[config.mk]
export PLATFORM = sky130hd
export DESIGN_NAME = mod_mem_ctrl
export DESIGN_NICKNAME = d
export VERILOG_FILES = /design/src/rtl/mod_mem_pkg.sv /design/src/rtl/mod_lsu_align.sv /design/src/rtl/mod_mem_ctrl.sv
export SDC_FILE = /design/constraint.sdc
export NUM_CORES = 1
export LEC_CHECK = 0
export CORE_MARGIN = 2
export CORE_UTILIZATION = 25
export CTS_CLUSTER_SIZE = 30
export DETAILED_ROUTE_END_ITERATION = 8
export GPL_ROUTABILITY_DRIVEN = 0
export SYNTH_ARGS = -nofsm -noshare
export SYNTH_HDL_FRONTEND = slang
export SYNTH_HIERARCHICAL = 1
export SYNTH_SLANG_ARGS = --single-unit
[constraint.sdc]
create_clock -name clk_i -period 1.5 [get_ports clk_i]
set_input_delay 0.3 -clock clk_i [delete_from_list [all_inputs] [get_ports clk_i]]
set_output_delay 0.3 -clock clk_i [all_outputs]
set_load 0.01 [all_outputs]
[src/rtl/mod_mem_pkg.sv]
// Shared types and constants for the memory-stage sequencer (mod_mem_ctrl).
// XLEN and FUNCT3_WIDTH fall back to RV32 values when the core does not define them.
`ifndef XLEN
`define XLEN 32
`endif
`ifndef FUNCT3_WIDTH
`define FUNCT3_WIDTH 3
`endif

package mod_mem_pkg;

  typedef enum logic [1:0] {
    IDLE,
    REQ,
    RESP,
    DONE
  } state_e;

  localparam logic [`FUNCT3_WIDTH-1:0] LB  = 3'b000;
  localparam logic [`FUNCT3_WIDTH-1:0] LH  = 3'b001;
  localparam logic [`FUNCT3_WIDTH-1:0] LW  = 3'b010;
  localparam logic [`FUNCT3_WIDTH-1:0] LBU = 3'b100;
  localparam logic [`FUNCT3_WIDTH-1:0] LHU = 3'b101;

  localparam int BE_W = `XLEN / 8;

endpackage

[src/rtl/mod_lsu_align.sv]
// Combinational lane logic: byte enables and write-data replication for requests,
// load-lane selection and sign/zero extension for responses.
module mod_lsu_align
  import mod_mem_pkg::*;
#(
  parameter int DATA_W = 32
) (
  input  logic [`FUNCT3_WIDTH-1:0] req_funct3_i,
  input  logic [1:0]               req_off_i,
  input  logic [DATA_W-1:0]        wdata_i,
  output logic [BE_W-1:0]          be_o,
  output logic [DATA_W-1:0]        wdata_o,
  input  logic [`FUNCT3_WIDTH-1:0] rsp_funct3_i,
  input  logic [1:0]               rsp_off_i,
  input  logic [DATA_W-1:0]        rdata_i,
  output logic [DATA_W-1:0]        load_data_o
);

  logic [7:0]  byte_sel;
  logic [15:0] half_sel;
  logic        sign_en;

  always_comb begin
    be_o    = '1;
    wdata_o = wdata_i;
    case (req_funct3_i)
      LB, LBU: begin
        be_o    = BE_W'(1) << req_off_i;
        wdata_o = {BE_W{wdata_i[7:0]}};
      end
      LH, LHU: begin
        be_o    = BE_W'(3) << {req_off_i[1], 1'b0};
        wdata_o = {(BE_W / 2){wdata_i[15:0]}};
      end
      default: ;
    endcase
  end

  // Half loads ignore offset bit 0, so they always come from lane 0 or lane 2.
  always_comb begin
    byte_sel    = rdata_i[{rsp_off_i, 3'b000} +: 8];
    half_sel    = rdata_i[{rsp_off_i[1], 4'b0000} +: 16];
    sign_en     = ~rsp_funct3_i[2];
    load_data_o = rdata_i;
    case (rsp_funct3_i)
      LB, LBU: load_data_o = {{(DATA_W - 8){byte_sel[7] & sign_en}}, byte_sel};
      LH, LHU: load_data_o = {{(DATA_W - 16){half_sel[15] & sign_en}}, half_sel};
      LW:      load_data_o = rdata_i;
      default: load_data_o = rdata_i;
    endcase
  end

endmodule

[src/rtl/mod_mem_ctrl.sv]
// Memory-stage sequencer: turns EX/MEM load/store control into one req/gnt/rvalid transaction.
// Optional MEM_MISALIGN_CHK_EN rejects misaligned half/word accesses with err_o instead of a request.
module mod_mem_ctrl
  import mod_mem_pkg::*;
#(
  parameter int DATA_W  = 32,
  parameter int TIMEOUT = 0,
  parameter int TMO_W   = 8
) (
  input  logic                     clk_i,
  input  logic                     rst_ni,
  input  logic                     hold_i,
  input  logic                     mem_read_en_i,
  input  logic                     mem_write_en_i,
  input  logic [`FUNCT3_WIDTH-1:0] funct3_i,
  input  logic [DATA_W-1:0]        addr_i,
  input  logic [DATA_W-1:0]        wdata_i,
  output logic                     dmem_req_o,
  output logic                     dmem_we_o,
  output logic [DATA_W-1:0]        dmem_addr_o,
  output logic [DATA_W/8-1:0]      dmem_be_o,
  output logic [DATA_W-1:0]        dmem_wdata_o,
  input  logic                     dmem_gnt_i,
  input  logic                     dmem_rvalid_i,
  input  logic [DATA_W-1:0]        dmem_rdata_i,
  output logic [DATA_W-1:0]        load_data_o,
  output logic                     stall_o,
  output logic                     err_o
);

  state_e                   state_q, state_d;
  logic                     req_q, req_d;
  logic                     we_q, we_d;
  logic                     err_q, err_d;
  logic [DATA_W-1:0]        addr_q, addr_d;
  logic [DATA_W-1:0]        wdata_q, wdata_d;
  logic [DATA_W-1:0]        load_q, load_d;
  logic [BE_W-1:0]          be_q, be_d;
  logic [`FUNCT3_WIDTH-1:0] f3_q, f3_d;
  logic [1:0]               off_q, off_d;
  logic [TMO_W-1:0]         tmo_q, tmo_d;

  logic                     access_v;
  logic                     timeout;
  logic [BE_W-1:0]          be_w;
  logic [DATA_W-1:0]        wdata_w;
  logic [DATA_W-1:0]        load_w;

  mod_lsu_align #(.DATA_W(DATA_W)) u_align (
    .req_funct3_i (funct3_i),
    .req_off_i    (addr_i[1:0]),
    .wdata_i      (wdata_i),
    .be_o         (be_w),
    .wdata_o      (wdata_w),
    .rsp_funct3_i (f3_q),
    .rsp_off_i    (off_q),
    .rdata_i      (dmem_rdata_i),
    .load_data_o  (load_w)
  );

  assign access_v = mem_read_en_i | mem_write_en_i;
  assign timeout  = (TIMEOUT != 0) && (tmo_q == TMO_W'(TIMEOUT - 1));

`ifdef MEM_MISALIGN_CHK_EN
  logic misalign;
  always_comb begin
    case (funct3_i)
      LB, LBU: misalign = 1'b0;
      LH, LHU: misalign = addr_i[0];
      default: misalign = |addr_i[1:0];
    endcase
  end
`endif

  // Stall is gated by reset so a held-over access cannot stall the pipe while in reset.
  assign stall_o = rst_ni & (((state_q == IDLE) & access_v) | (state_q == REQ) | (state_q == RESP));

  always_comb begin
    state_d = state_q;
    req_d   = req_q;
    we_d    = we_q;
    addr_d  = addr_q;
    be_d    = be_q;
    wdata_d = wdata_q;
    f3_d    = f3_q;
    off_d   = off_q;
    load_d  = load_q;
    tmo_d   = tmo_q;
    err_d   = 1'b0;
    case (state_q)
      IDLE: begin
        tmo_d = '0;
        if (access_v) begin
          we_d    = mem_write_en_i;
          addr_d  = {addr_i[DATA_W-1:2], 2'b00};
          be_d    = be_w;
          wdata_d = wdata_w;
          f3_d    = funct3_i;
          off_d   = addr_i[1:0];
`ifdef MEM_MISALIGN_CHK_EN
          if (misalign) begin
            err_d   = 1'b1;
            load_d  = '0;
            state_d = DONE;
          end else begin
            req_d   = 1'b1;
            state_d = REQ;
          end
`else
          req_d   = 1'b1;
          state_d = REQ;
`endif
        end
      end
      REQ: begin
        tmo_d = tmo_q + TMO_W'(1);
        if (timeout) begin
          req_d   = 1'b0;
          err_d   = 1'b1;
          load_d  = '0;
          state_d = DONE;
        end else if (dmem_gnt_i) begin
          req_d   = 1'b0;
          state_d = we_q ? DONE : RESP;
        end
      end
      RESP: begin
        tmo_d = tmo_q + TMO_W'(1);
        if (timeout) begin
          err_d   = 1'b1;
          load_d  = '0;
          state_d = DONE;
        end else if (dmem_rvalid_i) begin
          load_d  = load_w;
          state_d = DONE;
        end
      end
      DONE: begin
        if (!hold_i) state_d = IDLE;
      end
      default: state_d = IDLE;
    endcase
  end

  always_ff @(posedge clk_i or negedge rst_ni) begin
    if (!rst_ni) begin
      state_q <= IDLE;
      req_q   <= 1'b0;
      we_q    <= 1'b0;
      err_q   <= 1'b0;
      addr_q  <= '0;
      wdata_q <= '0;
      load_q  <= '0;
      be_q    <= '0;
      f3_q    <= '0;
      off_q   <= '0;
      tmo_q   <= '0;
    end else begin
      state_q <= state_d;
      req_q   <= req_d;
      we_q    <= we_d;
      err_q   <= err_d;
      addr_q  <= addr_d;
      wdata_q <= wdata_d;
      load_q  <= load_d;
      be_q    <= be_d;
      f3_q    <= f3_d;
      off_q   <= off_d;
      tmo_q   <= tmo_d;
    end
  end

  assign dmem_req_o   = req_q;
  assign dmem_we_o    = we_q;
  assign dmem_addr_o  = addr_q;
  assign dmem_be_o    = be_q;
  assign dmem_wdata_o = wdata_q;
  assign load_data_o  = load_q;
  assign err_o        = err_q;

endmodule
# After elaboration in Yosys (flattened, before gate mapping)
# Cells that the tools add are included.
classes:
  n_mux: 12
  bitwise_logic: 8
  n_eq_ne: 13
  shifts: 4
  reduce_logical: 12
op_table:
  columns: ["op", "count"]
  rows:
  - ["one-hot mux 32 bit (2 select lines)", 2]
  - ["variable part select 32 x 6 -> 16 bit", 1]
  - ["variable part select 32 x 6 -> 8 bit", 1]
  - ["equality test 3 bit, second input constant", 4]
  - ["2-to-1 mux 2 bit", 4]
  - ["inequality test 2 bit, second input constant", 4]
  - ["one-hot mux 2 bit (4 select lines)", 1]
  - ["one-hot mux 4 bit (2 select lines)", 1]
  - ["OR reduction 2 bit", 4]
  - ["equality test 3 x 1 -> 1 bit, second input constant", 2]
  - ["zero test 3 bit", 2]
  - ["bitwise AND 1 bit", 4]
  - ["equality test 2 bit, second input constant", 2]
  - ["AND reduction 2 bit", 2]
  - ["AND reduction 4 bit", 1]
  - ["<< shifter 1 x 2 -> 4 bit, first input constant", 1]
  - ["<< shifter 2 x 2 -> 4 bit, first input constant", 1]
  - ["2-to-1 mux 1 bit", 3]
  - ["OR 1 bit", 3]
  - ["AND reduction 3 bit", 1]
  - ["equality test 2 x 1 -> 1 bit, second input constant", 1]
  - ["zero test 2 bit", 1]
  - ["one-hot mux 1 bit (2 select lines)", 1]
  - ["nonzero test 2 bit", 1]
  - ["inverter 1 bit", 1]
word_totals:
  register_bits: 107
  output_inout_bits: 104
  in_bits: 106

# Longest topological paths before layout
logic_depth:
  ltp_word: 5
  depth_mapped: 6
  mapped_depth_nobuf: 5

# By module
# Netlist, hierarchy kept.
by_module_without_submodules:
  columns: ["mod", "area_each_um2", "n_inst", "cells_each"]
  rows:
  - ["mod_mem_ctrl", 4154.0, 1, 252]
  - ["mod_lsu_align", 1158.6, 1, 157]

# Worst setup path before layout
# OpenSTA, ideal clock, no wires.
synth_path:
  path_type: "reg-to-reg"
  from: "reg state_q[0]"
  to: "reg state_q[1]"
  setup_time_ns: 0.125
  synth_period_minus_slack_ns: 1.678
  t_required_ns: 1.375
  arrival_ns: 1.554
  setup_slack_ns: -0.178
  stages_incl_launch_ff: 6
  cell_sequence: "dfrtp_1 -> inv_1 -> ha_1 -> or3b_1 -> nand4_1 -> mux2_2"
synth_via:
  elab_chain_len: 3
  elab_cells_between_ends: 10
synth_lines:
  columns: ["element", "line_no", "rtl"]
  rows:
  - ["start: declaration", "mod_mem_ctrl.sv:31", "state_e state_q, state_d;"]
  - ["start signal: assignment", "mod_mem_ctrl.sv:159", "state_q <= state_d;"]
  - ["equality test 2 bit (tied with other cells)", "mod_mem_ctrl.sv:90", "case (state_q)"]
  - ["inequality test 2 bit (no source line)", null, null]
  - ["AND reduction 4 bit (no source line)", null, null]
# Parallel ways exist; a longest one is shown, timed or not.
# A chain may end at the register's enable or synchronous reset.

# Worst setup path after layout
layout_path:
  from: "reg off_q[0]"
  to: "reg load_q[10] (netlist: load_data_o[10])"
layout_via:
  elab_chain_len: 3
layout_lines:
  columns: ["element", "line_no", "rtl"]
  rows:
  - ["start: declaration", "mod_mem_ctrl.sv:40", "logic [1:0] off_q, off_d;"]
  - ["start signal: assignment", "mod_mem_ctrl.sv:156", "off_q <= '0;"]
  - ["start signal: assignment", "mod_mem_ctrl.sv:168", "off_q <= off_d;"]
  - ["variable part select 32 x 6 -> 8 bit", "mod_lsu_align.sv:41", "byte_sel = rdata_i[{rsp_off_i, 3'b000} +: 8];"]
  - ["bitwise AND 1 bit", "mod_lsu_align.sv:46", "LB, LBU: load_data_o = {{(DATA_W - 8){byte_sel[7] & sign_en}}, byte_sel};"]
  - ["one-hot mux 32 bit (2 select lines)", "mod_lsu_align.sv:45", "case (rsp_funct3_i)"]
  - ["named net load_w[10]", "mod_mem_ctrl.sv:47", "logic [DATA_W-1:0] load_w;"]
  - ["end signal: assignment", "mod_mem_ctrl.sv:165", "load_q <= load_d;"]
  - ["end: declaration", "mod_mem_ctrl.sv:37", "logic [DATA_W-1:0] load_q, load_d;"]
# The timed path passes the listed nets, and every way through them passes these cells.

==> impl_metrics.csv <==
group,metric,value,unit
status,status,"complete, but fails checks",
status,violations,"negative setup slack",
floorplan,core,0.0210,mm2
timing,min_period,1.79,ns
min_path,min_path_type,"input port to asynchronous set/reset pin",
cells_and_area,area_delta_synth_final,67.8,%
worst_setup_path,required,1.73,ns
cells_and_area,nNetsFinal,784,
yosys,synth_top_flop_cell,"dfrtp_1",
worst_setup_path,ff2ff_path_depth,4,
power,p_sw,0.00608,W
floorplan,die_h,150,um
timing,setup_viol,52,
timing,clock.fmax,558,MHz
yosys,synthArstFlopShare,1.00,
routing,post_drt_wl_per_cell,18.3,um
floorplan,start_util,0.254,
yosys,ys_types,39,
worst_setup_path,cp.arrival,2.02,ns
power,p_int,0.0119,W
power,report.power.total,0.0180,W
worst_setup_path,end_kind,"register",
worst_setup_path,cp_slowest_cell,"mux4_2",
global_routing,grt_max_degree,108,
power,sequentialPowerShare,0.289,
timing,clock_skew,0.00966,ns
floorplan,dieArea,0.0224,mm2
yosys,synth.most_common_cell,"mux2_2",
yosys,synth.area.mux_share,0.296,
yosys,synthAdderAreaFrac,0.0118,
yosys,yosys.area_share.simple,0.0546,
yosys,synth_cells,409,
global_routing,antenna_found_initial,1,
clocking,cts_htree_levels,3,
clocking,numCtsBuffers,9,
global_routing,first_global_vias,4634,
clocking,cts_hold_buf,0,
yosys,synth_top_area_cell,"dfrtp_1",
routing,first_pass_iters,4,
clocking,clock_latency,0.35,ns
routing,drt-total-wl,17.4,mm
yosys,ys_ff_latch,107,
clocking,cts.path.max_buffers,2,
floorplan,io_pins,210,
routing,vias,4305,
yosys,synth-edff-count,0,
yosys,synth_xor_area_frac,0,
routing,via_per_inst,4.52,
power,clkPwrFrac,0.138,
power,vdd_drop_max,877,uV
routing,drt_iter0_markers,150,
timing,hold_viol,0,
worst_setup_path,startpoint_type,"register",
clocking,cts_tree,"yes",
yosys,syn_area_per_cell,13.0,um2
clocking,cts_root_buf,"clkbuf_16",
yosys,synth.cells.most_frequent,"mux2_2, dfrtp_1, nand2_1",
worst_setup_path,path_cells,"mux4_2 -> nor3b_4 -> a221o_1 -> mux2_4",
placed_design,pre_cts_ws,-0.609,ns
timing,layout_setup_ws,-0.292,ns
placed_design,dp_hpwl,12.0,mm
yosys,yosysTopAreaCellShare,0.504,
yosys,ys_seq_area_frac,0.504,
power,leakage,4.36,nW
clocking,cts.sinks,107,
timing,rsz0062_at_grt,"yes",
global_routing,grt_overflow,0,
worst_setup_path,cp_max_fo,8,
floorplan,row_count,53,
worst_setup_path,path_class,"register to register",
routing,ant_nets,0,
placed_design,numPortBuffers,206,
yosys,syn_area,0.00531,mm2
power,switching_share,0.339,
timing,worstMarginPinSlew,0.593,ns
cells_and_area,drive_gt1_frac,0.357,
worst_setup_path,max_stage_delay,0.51,ns
timing,slew_headroom,0.604,
timing,drv_slew,0,
timing,period_share,1.19,
floorplan,die_width,150,um
global_routing,track_usage,0.145,
timing,fin_setup_tns,-6.47,ns
clocking,clkSlewWorstSetupHoldPaths,0.08,ns
cells_and_area,antenna_cells,0,
yosys,synth_compound_gate_area_share,0.0841,
yosys,synth_top_family_by_area,"multiplexers",
global_routing,grt_pass1_wl,25.2,mm
yosys,ys.warnings.count,6,
timing,hold_ws,0.0662,ns
power,p_per_area,2010,mW/mm2
yosys,ys_top_cells_by_area,"dfrtp_1, mux2_2, nand2_1",
run,maxCapViolCount,0,
routing,route.detailed.drc,0,
power,combinationalPowerShare,0.573,
-- final timing paths --
check | startpoint | to | slack, ns
worst max-delay path | off_q[0]$_DFFE_PN0P_ | load_data_o[10]$_DFFE_PN0P_ | -0.29
worst min-delay path | rst_ni | dmem_wdata_o[17]$_DFFE_PN0P_ | 0.07
worst max register to register | off_q[0]$_DFFE_PN0P_ | load_data_o[10]$_DFFE_PN0P_ | -0.29
worst min register to register | dmem_req_o$_DFFE_PN0P_ | dmem_req_o$_DFFE_PN0P_ | 0.51
max in group asynchronous | rst_ni | off_q[1]$_DFFE_PN0P_ | 0.99
min in group clk_i | dmem_req_o$_DFFE_PN0P_ | dmem_req_o$_DFFE_PN0P_ | 0.51
-- flip-flops by register name (all words and copies together) (netlist names) --
| register | count |
|---|---|
| dmem_wdata_o | 32 |
| load_data_o | 32 |
| dmem_addr_o | 30 |
| dmem_be_o | 4 |
| f3_q | 3 |
| off_q | 2 |
| state_q | 2 |
| dmem_req_o | 1 |
| dmem_we_o | 1 |
-- critical path, delay by kind of cell (launching register included) --
family          cells  cell delay, ns
mux                 2            0.78
compound gates      1            0.29
flops               1            0.41
simple gates        1            0.19
-- per-stage QoR --
stage | instance area [um2] | instances | utilization
detailed placement | 8050 | 922 | 0.384
global route | 8920 | 953 | 0.425
finish | 8920 | 953 | 0.425
CTS | 8370 | 939 | 0.399
floorplan | 5350 | 411 | -
global placement | 8050 | 922 | 0.384
-- placed cells by master (no fill, tap or decap), drive strengths merged, types with 2 or more instances in the layout --
cell / n
conb: 3
clkbuf: 17
ha: 5
inv: 4
o21bai: 2
mux2: 126
nor3b: 2
mux2i: 13
a22o: 8
clkinv: 4
o221a: 2
dfrtp: 107
clkdlybuf4s50: 104
o21ai: 26
a21o: 3
buf: 76
a221o: 13
and4b: 5
nand2b: 4
nand2: 35
dlygate4sd2: 100
nor2: 5
-- cells by family after synthesis --
logic type,Yosys count
mux,140
flops,107
compound gates,60
simple gates,56
buf+inv,40
fa+ha+maj,5
other cells,1
-- power groups by stage --
| stage | combinational (W) | clock, W | sequential, W |
|---|---|---|---|
| floorplan | 0.00389 | 0 | 0.00574 |
| CTS | 0.00862 | 0.00256 | 0.00519 |
| detailed placement | 0.00909 | 0 | 0.00525 |
| global route | 0.0110 | 0.00268 | 0.00538 |
| global placement | 0.00890 | 0 | 0.00518 |
| finish | 0.0103 | 0.00249 | 0.00518 |
-- repair_timing --
action                                 in CTS  in global routing
pin swaps                                   3                  1
setup endpoints to repair                 203                103
endpoints found under the hold margin       0                  0
buffers inserted                            1                  6
cloned                                      0                  8
gates resized for setup                   143                 86
-- metal layers --
metal	share of wire	track usage	up-vias
li1	-	-	1998
met1	0.42	0.181	2139
met2	0.48	0.243	141
met3	0.072	0.0399	25
met4	0.022	0.0458	2
met5	0.00046	0	-
-- cell type report --
| class | count | area (um2) |
|---|---|---|
| Clock inverter | 6 | 65.1 |
| Fill cell | 2025 | 12000 |
| Clock buffer | 10 | 239 |
| Multi-Input combinational cell | 264 | 2800 |
| Inverter | 4 | 15.0 |
| Tap cell | 275 | 344 |
| Timing Repair Buffer | 287 | 2770 |
| Sequential cell | 107 | 2680 |
(Power assumes the default switching activity.)
